`src/rtl/eclk_bus_sync.sv`:
```
`default_nettype none
// ============================================================================
// Module : eclk_bus_sync
// Brief  : E-clock aligned peripheral bus cycle sequencer (VMA, E strobe, ack)
// Rev    : 1.0
// ============================================================================
module eclk_bus_sync #(
  parameter int DATA_W    = 8,
  parameter int VMA_PHASE = 3,
  parameter int STB_PHASE = 5
) (
  input  logic              clk,
  input  logic              reset,
  input  logic [9:0]        eclk,
  input  logic              req,
  input  logic              sel,
  input  logic              rw,
  input  logic [DATA_W-1:0] cpu_wdata,
  output logic [DATA_W-1:0] cpu_rdata,
  output logic              ack,
  output logic              busy,
  output logic              vma,
  output logic              e_stb,
  output logic              p_rw,
  output logic [DATA_W-1:0] p_wdata,
  input  logic [DATA_W-1:0] p_rdata
);

  typedef enum logic [1:0] {
    ST_IDLE   = 2'd0,
    ST_WAIT   = 2'd1,
    ST_ACTIVE = 2'd2,
    ST_DONE   = 2'd3
  } state_t;

  state_t state;

  // Only a few phase taps are used; fold the rest so every input bit is consumed.
  logic eclk_unused;
  assign eclk_unused = ^eclk;

  always_ff @(posedge clk) begin
    if (reset) begin
      state     <= ST_IDLE;
      vma       <= 1'b0;
      e_stb     <= 1'b0;
      ack       <= 1'b0;
      busy      <= 1'b0;
      p_rw      <= 1'b0;
      p_wdata   <= '0;
      cpu_rdata <= '0;
    end else begin
      ack <= 1'b0;
      case (state)
        ST_IDLE: begin
          if (req && sel) begin
            p_rw    <= rw;
            p_wdata <= cpu_wdata;
            busy    <= 1'b1;
            state   <= ST_WAIT;
          end
        end

        ST_WAIT: begin
          if (!req) begin
            busy  <= 1'b0;
            state <= ST_IDLE;
          end else if (eclk[VMA_PHASE]) begin
            vma   <= 1'b1;
            state <= ST_ACTIVE;
          end
        end

        ST_ACTIVE: begin
          // Once the strobe is up the access is committed and must finish at edge 9.
          if (!req && !e_stb) begin
            vma   <= 1'b0;
            busy  <= 1'b0;
            state <= ST_IDLE;
          end else if (eclk[9]) begin
            if (p_rw) begin
              cpu_rdata <= p_rdata;
            end
            vma   <= 1'b0;
            e_stb <= 1'b0;
            if (req) begin
              ack   <= 1'b1;
              state <= ST_DONE;
            end else begin
              busy  <= 1'b0;
              state <= ST_IDLE;
            end
          end else if (eclk[STB_PHASE]) begin
            e_stb <= 1'b1;
          end
        end

        ST_DONE: begin
          // Hold here until the request is released so one request yields one access.
          if (!req) begin
            busy  <= 1'b0;
            state <= ST_IDLE;
          end
        end

        default: state <= ST_IDLE;
      endcase
    end
  end

endmodule
`default_nettype wire

```
`config.mk`:
```
export PLATFORM = sky130hd
export DESIGN_NAME = eclk_bus_sync
export DESIGN_NICKNAME = d
export VERILOG_FILES = /design/src/rtl/eclk_bus_sync.sv
export SDC_FILE = /design/constraint.sdc
export NUM_CORES = 1
export LEC_CHECK = 0
export ABC_AREA = 1
export BUFFER_PORTS_ARGS = -buffer_cell sky130_fd_sc_hd__buf_2
export CAP_MARGIN = 25
export CORE_ASPECT_RATIO = 0.7
export CORE_MARGIN = 1.5
export CORE_UTILIZATION = 38
export CTS_CLUSTER_DIAMETER = 40
export CTS_CLUSTER_SIZE = 20
export DETAILED_ROUTE_END_ITERATION = 16
export GPL_ROUTABILITY_DRIVEN = 0
export PLACE_DENSITY = 0.7
export SYNTH_ARGS = -nofsm -noshare
export SYNTH_HDL_FRONTEND = slang
export SYNTH_SLANG_ARGS = --single-unit
export TNS_END_PERCENT = 100
```
`constraint.sdc`:
```
create_clock -name clk -period 1 [get_ports clk]
set_input_delay 0.1 -clock clk [delete_from_list [all_inputs] [get_ports clk]]
set_output_delay 0.1 -clock clk [all_outputs]
set_load 0.1 [all_outputs]
```
==> flow_metrics.env, run 1 <==
export IMPL_final_layout_size_suffix_gt1_share_pct=56.8
export IMPL_max_clock_freq_mhz=816
export IMPL_rsz0062_at_grt="true"
export IMPL_post_route_worst_setup_slack_ns=-0.226
export IMPL_power_density_nw_per_um2=2180
export IMPL_antenna_found_initial=0
export IMPL_final_cells=222
export IMPL_swShare_pct=45.1
export IMPL_cp_max_fo=9
export IMPL_slew_viol_final=0
export IMPL_final_common_cell="nor2_1"
export IMPL_start_util_pct=41.8
export IMPL_synthToLayoutAreaGrowth_pct=95.4
export IMPL_seq_area_frac_synth_pct=49.5
export IMPL_power_frac_comb_pct=57.6
export IMPL_seq_power_share_pct=31.8
export IMPL_grt_usage_pct=24.4
export IMPL_crit_path_end_kind="flop"
export IMPL_worstSkewPairLatency_ns=0.30
export IMPL_cp_arrival_ns=1.43
export IMPL_status="complete, but fails checks"
export IMPL_syn_nets=155
export IMPL_clkPwrFrac_pct=10.6
export IMPL_p_leak_uw=0.000819
export IMPL_hold_path_class="primary input to flop"
export IMPL_internal_power_uw=2180
export IMPL_ys_ff_latch=23
export IMPL_worst_pin_slew_ns=0.495
export IMPL_hpwlAfterDp_um=2080
export IMPL_cap_violations=0
export IMPL_cts_buffers=3
export IMPL_cts_tree="done"
export IMPL_via_per_inst=4.94
export IMPL_first_pass_iters=4
export IMPL_skew_ns=0.00255
export IMPL_grt_pass1_vias=1104
export IMPL_grt_max_degree=19
export IMPL_drc_errors=0
export IMPL_slew_headroom_pct=67.0
export IMPL_synth_area_per_cell_um2=7.50
export IMPL_nNetsFinal=222
export IMPL_cts_sinks=23
export IMPL_finalHoldViolations=0
export IMPL_peakVddDrop_mv=1.17
export IMPL_drtAntennaViolNets=0
export IMPL_p_switching_uw=1790
export IMPL_cpLargestDelayFamily="simple AND/OR/NAND/NOR gates"
export IMPL_crit_buf_inv=3
export IMPL_violations="setup timing"
export IMPL_overflow=0
export IMPL_core_um2=2220
export IMPL_setup_worst_path_class="flop to flop"
export IMPL_fillers=131
export IMPL_die_area_um2=2760
export IMPL_dp_worst_setup_slack_ns=-0.225
export IMPL_routed_wl_um=3040
export IMPL_die_h_um=44.4
export IMPL_grt_pass1_wl_um=5050
export IMPL_setup_violations=25
export IMPL_synth_warnings=0
export IMPL_h_tree_depth=1
export IMPL_finalCriticalPeriod_ns=1.23
export IMPL_ys_types=19
export IMPL_drt_iter0_drc=72
export IMPL_fin_crit_sh_pct=123
export IMPL_crit_required_ns=1.21
export IMPL_final_util_pct=81.7
export IMPL_final_cell_mix="34 x nor2_1, 23 x buf_2, 22 x buf_12"
export IMPL_clk_path_buf_depth=2
export IMPL_cts_root_buffer="clkbuf_4"
export IMPL_rows=14
export IMPL_critPathSlowestCell="dfxtp_4"
export IMPL_ios=52
export IMPL_die_w_um=62.1
export IMPL_critPathMaxStageDelay_ns=0.38
export IMPL_crit_chain="buf_6 > nor2_4 > inv_2 > nor2_4 > inv_2 > nor2_1 > nor2_1"
export IMPL_place_inst=209
export IMPL_vias=1096
export IMPL_numPortBuffers=44
export IMPL_clk_pin_slew_ns=0.12
export IMPL_netlist_area_um2=930
export IMPL_diodes=0
export IMPL_wl_per_cell_um=13.7
export IMPL_startpoint_type="flop"
export IMPL_synthCells=124
metal layers:
layer	vias up	track usage, %	wire length, µm
li1	532	-	-
met1	499	25.6	1220
met2	51	43.9	1480
met3	14	9.16	205
met4	0	14.2	137
met5	-	0	0
tightest hold or removal path: cells and delay by family:
kind | cells | cell delay [ns]
simple gates | 2 | 0.11
buf+inv | 1 | 0.08
flip-flops by register name (all words and copies together) (netlist names):
name and flops:
cpu_rdata 8, vma 1, p_rw 1, p_wdata 8, state 2, ack 1, busy 1, e_stb 1
cells in the mapped netlist (all sizes together):
cell type,number,area share (%)
nand2,16,6.7
nand3,6,3.8
nor2,41,19
nand4,1,0.67
nor3,3,2.8
dfxtp,23,50
a211oi,1,0.81
inv,10,4.0
buf,2,1.2
o21ai,19,10
a21oi,2,1.5
layout make-up:
| type | instances | area (µm²) | area share [%] |
|---|---|---|---|
| repair buffers | 64 | 738 | 40.6 |
| flip-flops and latches | 23 | 502 | 27.6 |
| multi-input cells | 89 | 470 | 25.9 |
| inverters | 10 | 40.0 | 2.20 |
| well taps | 32 | 40.0 | 2.20 |
| clock buffers | 4 | 26.3 | 1.45 |
per-stage QoR:
| step | hold WS, ns | power [µW] | TNS [ns] | cell area [µm²] |
|---|---|---|---|---|
| after global placement | 0.323 | 3180 | -1.98 | 1640 |
| after detailed placement | 0.330 | 3260 | -3.62 | 1640 |
| after global routing | 0.0125 | 4130 | -5.65 | 1820 |
| final | 0.0150 | 3960 | -3.91 | 1820 |
| after floorplan | 0.155 | 2440 | -2.22 | 977 |
| after CTS | 0.00363 | 3870 | -3.53 | 1780 |
power by group through the flow:
stage / logic (µW) / clock network (µW) / registers, µW
global route: 2380 / 466 / 1280
CTS: 2190 / 437 / 1250
finish: 2280 / 421 / 1260
floorplan: 494 / 0 / 1940
detailed placement: 2000 / 0 / 1250
global placement: 1940 / 0 / 1240
logic make-up (layout without fill, tap and decap cells):
logic type	after synthesis	in the layout	share of synthesized area (%)
and+or+nand+nor	67	67	32.7
DFF	23	23	49.5
AOI/OAI and AO/OA	22	22	12.5
buffers and inverters	12	78	5.25
final timing paths:
check	startpoint	end	slack, ns	depth (start not counted)
worst max-delay path	state[1]$_SDFFE_PP0P_	p_wdata[0]$_SDFFE_PP0P_	-0.23	7
worst min-delay path	p_rdata[1]	cpu_rdata[1]$_SDFFE_PP0P_	0.01	3
worst max register to register	state[1]$_SDFFE_PP0P_	p_wdata[0]$_SDFFE_PP0P_	-0.23	7
worst min register to register	vma$_SDFFE_PP0P_	vma$_SDFFE_PP0P_	0.50	2
repair_timing:
| item | 4_1_cts | 5_1_grt |
|---|---|---|
| resized for setup | 16 | 11 |
| pin swaps | 6 | 4 |
| hold buffers | 4 | 0 |
| endpoints found under the setup margin | 25 | 26 |
| hold endpoints to repair | 3 | 0 |
| setup buffers | 3 | 2 |
Note: power is estimated with default switching activity, not from simulation.
==> inputs of run 2 (changes only) <==
--- a/config.mk
+++ b/config.mk
@@ -5,7 +5,6 @@
 export SDC_FILE = /design/constraint.sdc
 export NUM_CORES = 1
 export LEC_CHECK = 0
-export ABC_AREA = 1
 export BUFFER_PORTS_ARGS = -buffer_cell sky130_fd_sc_hd__buf_2
 export CAP_MARGIN = 25
 export CORE_ASPECT_RATIO = 0.7
==> run 2 against run 1 <==
The flow still finishes with violations (setup timing). Wire length rose by 24%. Register-to-register slack worse by 0.03 ns. First-iteration DRC count rose by 4.2%. Final cell count is 7.2% lower. Die area grew 1.5%. Critical path depth decreased by 3. Fmax is 2.0% lower. Combinational power decreased by 73%.
==> flow_metrics.env, run 2 <==
export IMPL_status="complete, but fails checks"
export IMPL_violations="setup timing"
export IMPL_synth_common_cells="34 x nand2_1, 23 x dfxtp_1, 13 x a21oi_1"
export IMPL_ys_types=24
export IMPL_synth_most_common_cell="nand2_1"
export IMPL_rsz0062_at_grt="true"
export IMPL_netlist_top_cells_area="dfxtp_1 49%, nand2_1 14%, mux2i_1 8.5%, a21oi_1 6.9%, buf_6 3.6%"
export IMPL_reg2reg_depth=4
export IMPL_synth_async_reset_ratio_pct=0
export IMPL_wl_per_cell_um=18.3
export IMPL_synth_warnings=0
export IMPL_finalHoldViolations=0
export IMPL_grt_pass1_wl_um=4620
export IMPL_synthCells=106
export IMPL_crit_path_end_kind="flop"
export IMPL_drtAntennaViolNets=0
export IMPL_final_cell_mix="25 x nand2_1, 23 x buf_2, 22 x buf_12"
export IMPL_rows=14
export IMPL_netlist_area_um2=945
export IMPL_cts_buffers=3
export IMPL_final_common_cell="nand2_1"
export IMPL_h_tree_depth=1
export IMPL_post_route_worst_setup_slack_ns=-0.251
export IMPL_grt_max_degree=20
export IMPL_worst_pin_slew_ns=0.279
export IMPL_final_cells=206
export IMPL_peakVddDrop_mv=0.987
export IMPL_p_leak_uw=0.000788
export IMPL_min_path_cells=3
export IMPL_internal_power_uw=1360
export IMPL_clk_pin_slew_ns=0.14
export IMPL_vias=1067
export IMPL_routed_wl_um=3760
export IMPL_core_um2=2240
export IMPL_hpwlAfterDp_um=1900
export IMPL_slew_headroom_pct=81.4
export IMPL_reg2reg_setup_slack_ns=-0.25
export IMPL_min_delay_start="p_rdata[3]"
export IMPL_swShare_pct=34.2
export IMPL_die_area_um2=2800
export IMPL_crit_buf_inv=1
export IMPL_numPortBuffers=44
export IMPL_critPathMaxStageDelay_ns=0.37
export IMPL_diodes=0
export IMPL_cpLargestDelayFamily="simple AND/OR/NAND/NOR gates"
export IMPL_seq_area_um2=499
export IMPL_crit_required_ns=1.25
export IMPL_power_frac_comb_pct=30.2
export IMPL_nNetsFinal=206
export IMPL_fin_crit_sh_pct=125
export IMPL_grt_usage_pct=21.7
export IMPL_cts_root_buffer="clkbuf_4"
export IMPL_synthToLayoutAreaGrowth_pct=106
export IMPL_clkPwrFrac_pct=22.2
export IMPL_cts_sinks=23
export IMPL_r2r_end="cpu_rdata[4]$_SDFFE_PP0P_"
export IMPL_startpoint_type="flop"
export IMPL_drt_iter0_drc=75
export IMPL_synth_area_per_cell_um2=8.91
export IMPL_fillers=120
export IMPL_p_switching_uw=707
export IMPL_ys_ff_latch=23
export IMPL_cts_tree="done"
export IMPL_synthFlopType="dfxtp_1"
export IMPL_hold_path_class="primary input to flop"
export IMPL_finalCriticalPeriod_ns=1.25
export IMPL_antenna_found_initial=0
export IMPL_r2r_start="state[1]$_SDFFE_PP0P_"
export IMPL_crit_chain="nor2b_4 > and4b_2 > buf_12 > mux2i_1"
export IMPL_overflow=0
export IMPL_die_w_um=62.6
export IMPL_slew_viol_final=0
export IMPL_setup_violations=24
export IMPL_reg_top3="cpu_rdata (8), p_wdata (8), state (2)"
export IMPL_cp_max_fo=8
export IMPL_clk_path_buf_depth=2
export IMPL_cap_violations=0
export IMPL_first_pass_iters=4
export IMPL_final_util_pct=86.8
export IMPL_start_util_pct=42.1
export IMPL_seq_power_share_pct=47.6
export IMPL_ios=52
export IMPL_critPathSlowestCell="dfxtp_2"
export IMPL_cp_arrival_ns=1.50
export IMPL_die_h_um=44.7
export IMPL_min_to="cpu_rdata[3]$_SDFFE_PP0P_"
export IMPL_netlist_top_cell_by_area="dfxtp_1"
export IMPL_finalPower_uw=2060
export IMPL_hold_ws_ns=0.00616
export IMPL_power_density_nw_per_um2=1060
export IMPL_skew_ns=0.00507
export IMPL_worstSkewPairLatency_ns=0.33
export IMPL_max_clock_freq_mhz=799
export IMPL_drc_errors=0
export IMPL_via_per_inst=5.18
export IMPL_multi_input_area_um2=559
export IMPL_seq_area_frac_synth_pct=48.7
export IMPL_syn_nets=137
export IMPL_synth_edff_count=0
export IMPL_place_inst=186
export IMPL_synth_top_area_share_pct=48.7
export IMPL_grt_pass1_vias=1049
export IMPL_setup_worst_path_class="flop to flop"
export IMPL_final_layout_size_suffix_gt1_share_pct=67.2
-- run 2: layer usage --
metal / wire [µm] / share of wire, % / vias to the layer above / track usage (%)
met3: 140 / 3.7 / 13 / 4.74
met5: 0 / 0 / - / 0
met4: 110 / 2.9 / 0 / 11.6
met1: 1510 / 40 / 523 / 23.3
met2: 2000 / 53 / 35 / 41.5
li1: - / - / 496 / -
-- run 2: logic make-up after synthesis --
logic type	count (synthesis)	share of synthesized area, %
simple gates	44	22.0
buf+inv	9	6.22
compound gates	22	14.6
flops	23	48.7
mux	8	8.48
-- run 2: power groups by stage --
stage,Clock [µW],Sequential [µW],Combinational (µW)
global route,490,985,648
detailed placement,0,1000,478
global placement,0,999,467
CTS,449,980,535
floorplan,0,1170,104
finish,459,983,623
-- run 2: what timing repair did --
item | CTS | global route
cloned | 1 | 0
hold buffers | 9 | 1
setup endpoints to repair | 23 | 35
gates resized for setup | 11 | 39
buffers inserted | 2 | 4
pin swaps | 5 | 20
hold endpoints to repair | 9 | 1
-- run 2: worst max-delay path by stage --
stage / start / endpoint / slack [ns] / depth (start not counted)
floorplan: e_stb$_SDFFE_PP0P_ / cpu_rdata[0]$_SDFFE_PP0P_ / -0.22 / 4
global placement: state[1]$_SDFFE_PP0P_ / cpu_rdata[0]$_SDFFE_PP0P_ / -0.09 / 4
detailed placement: state[1]$_SDFFE_PP0P_ / cpu_rdata[1]$_SDFFE_PP0P_ / -0.20 / 4
CTS: state[1]$_SDFFE_PP0P_ / cpu_rdata[1]$_SDFFE_PP0P_ / -0.18 / 4
global route: state[1]$_SDFFE_PP0P_ / p_wdata[2]$_SDFFE_PP0P_ / -0.28 / 5
finish: state[1]$_SDFFE_PP0P_ / cpu_rdata[4]$_SDFFE_PP0P_ / -0.25 / 4
-- run 2: cell type report --
type	instances	share of cell area, %
clock buffers	3	1.16
clock inverters	1	0.257
inverters	2	0.514
multi-input cells	74	28.7
flip-flops and latches	23	25.7
well taps	32	2.06
repair buffers	71	41.6
-- run 2: worst register-to-register path, stage by stage (launching register included) --
cell	delay, ns
dfxtp_2	0.37
nor2b_4	0.16
and4b_2	0.28
buf_12	0.15
mux2i_1	0.21
-- run 2: per-stage QoR --
| stage | setup slack (ns) | cell area (µm²) | TNS (ns) |
|---|---|---|---|
| 6_report | -0.251 | 1950 | -4.53 |
| 5_1_grt | -0.282 | 1950 | -5.25 |
| 4_1_cts | -0.182 | 1780 | -3.01 |
| 2_1_floorplan | -0.218 | 980 | -2.02 |
| 3_3_place_gp | -0.0856 | 1600 | -1.12 |
| 3_5_place_dp | -0.204 | 1600 | -2.16 |
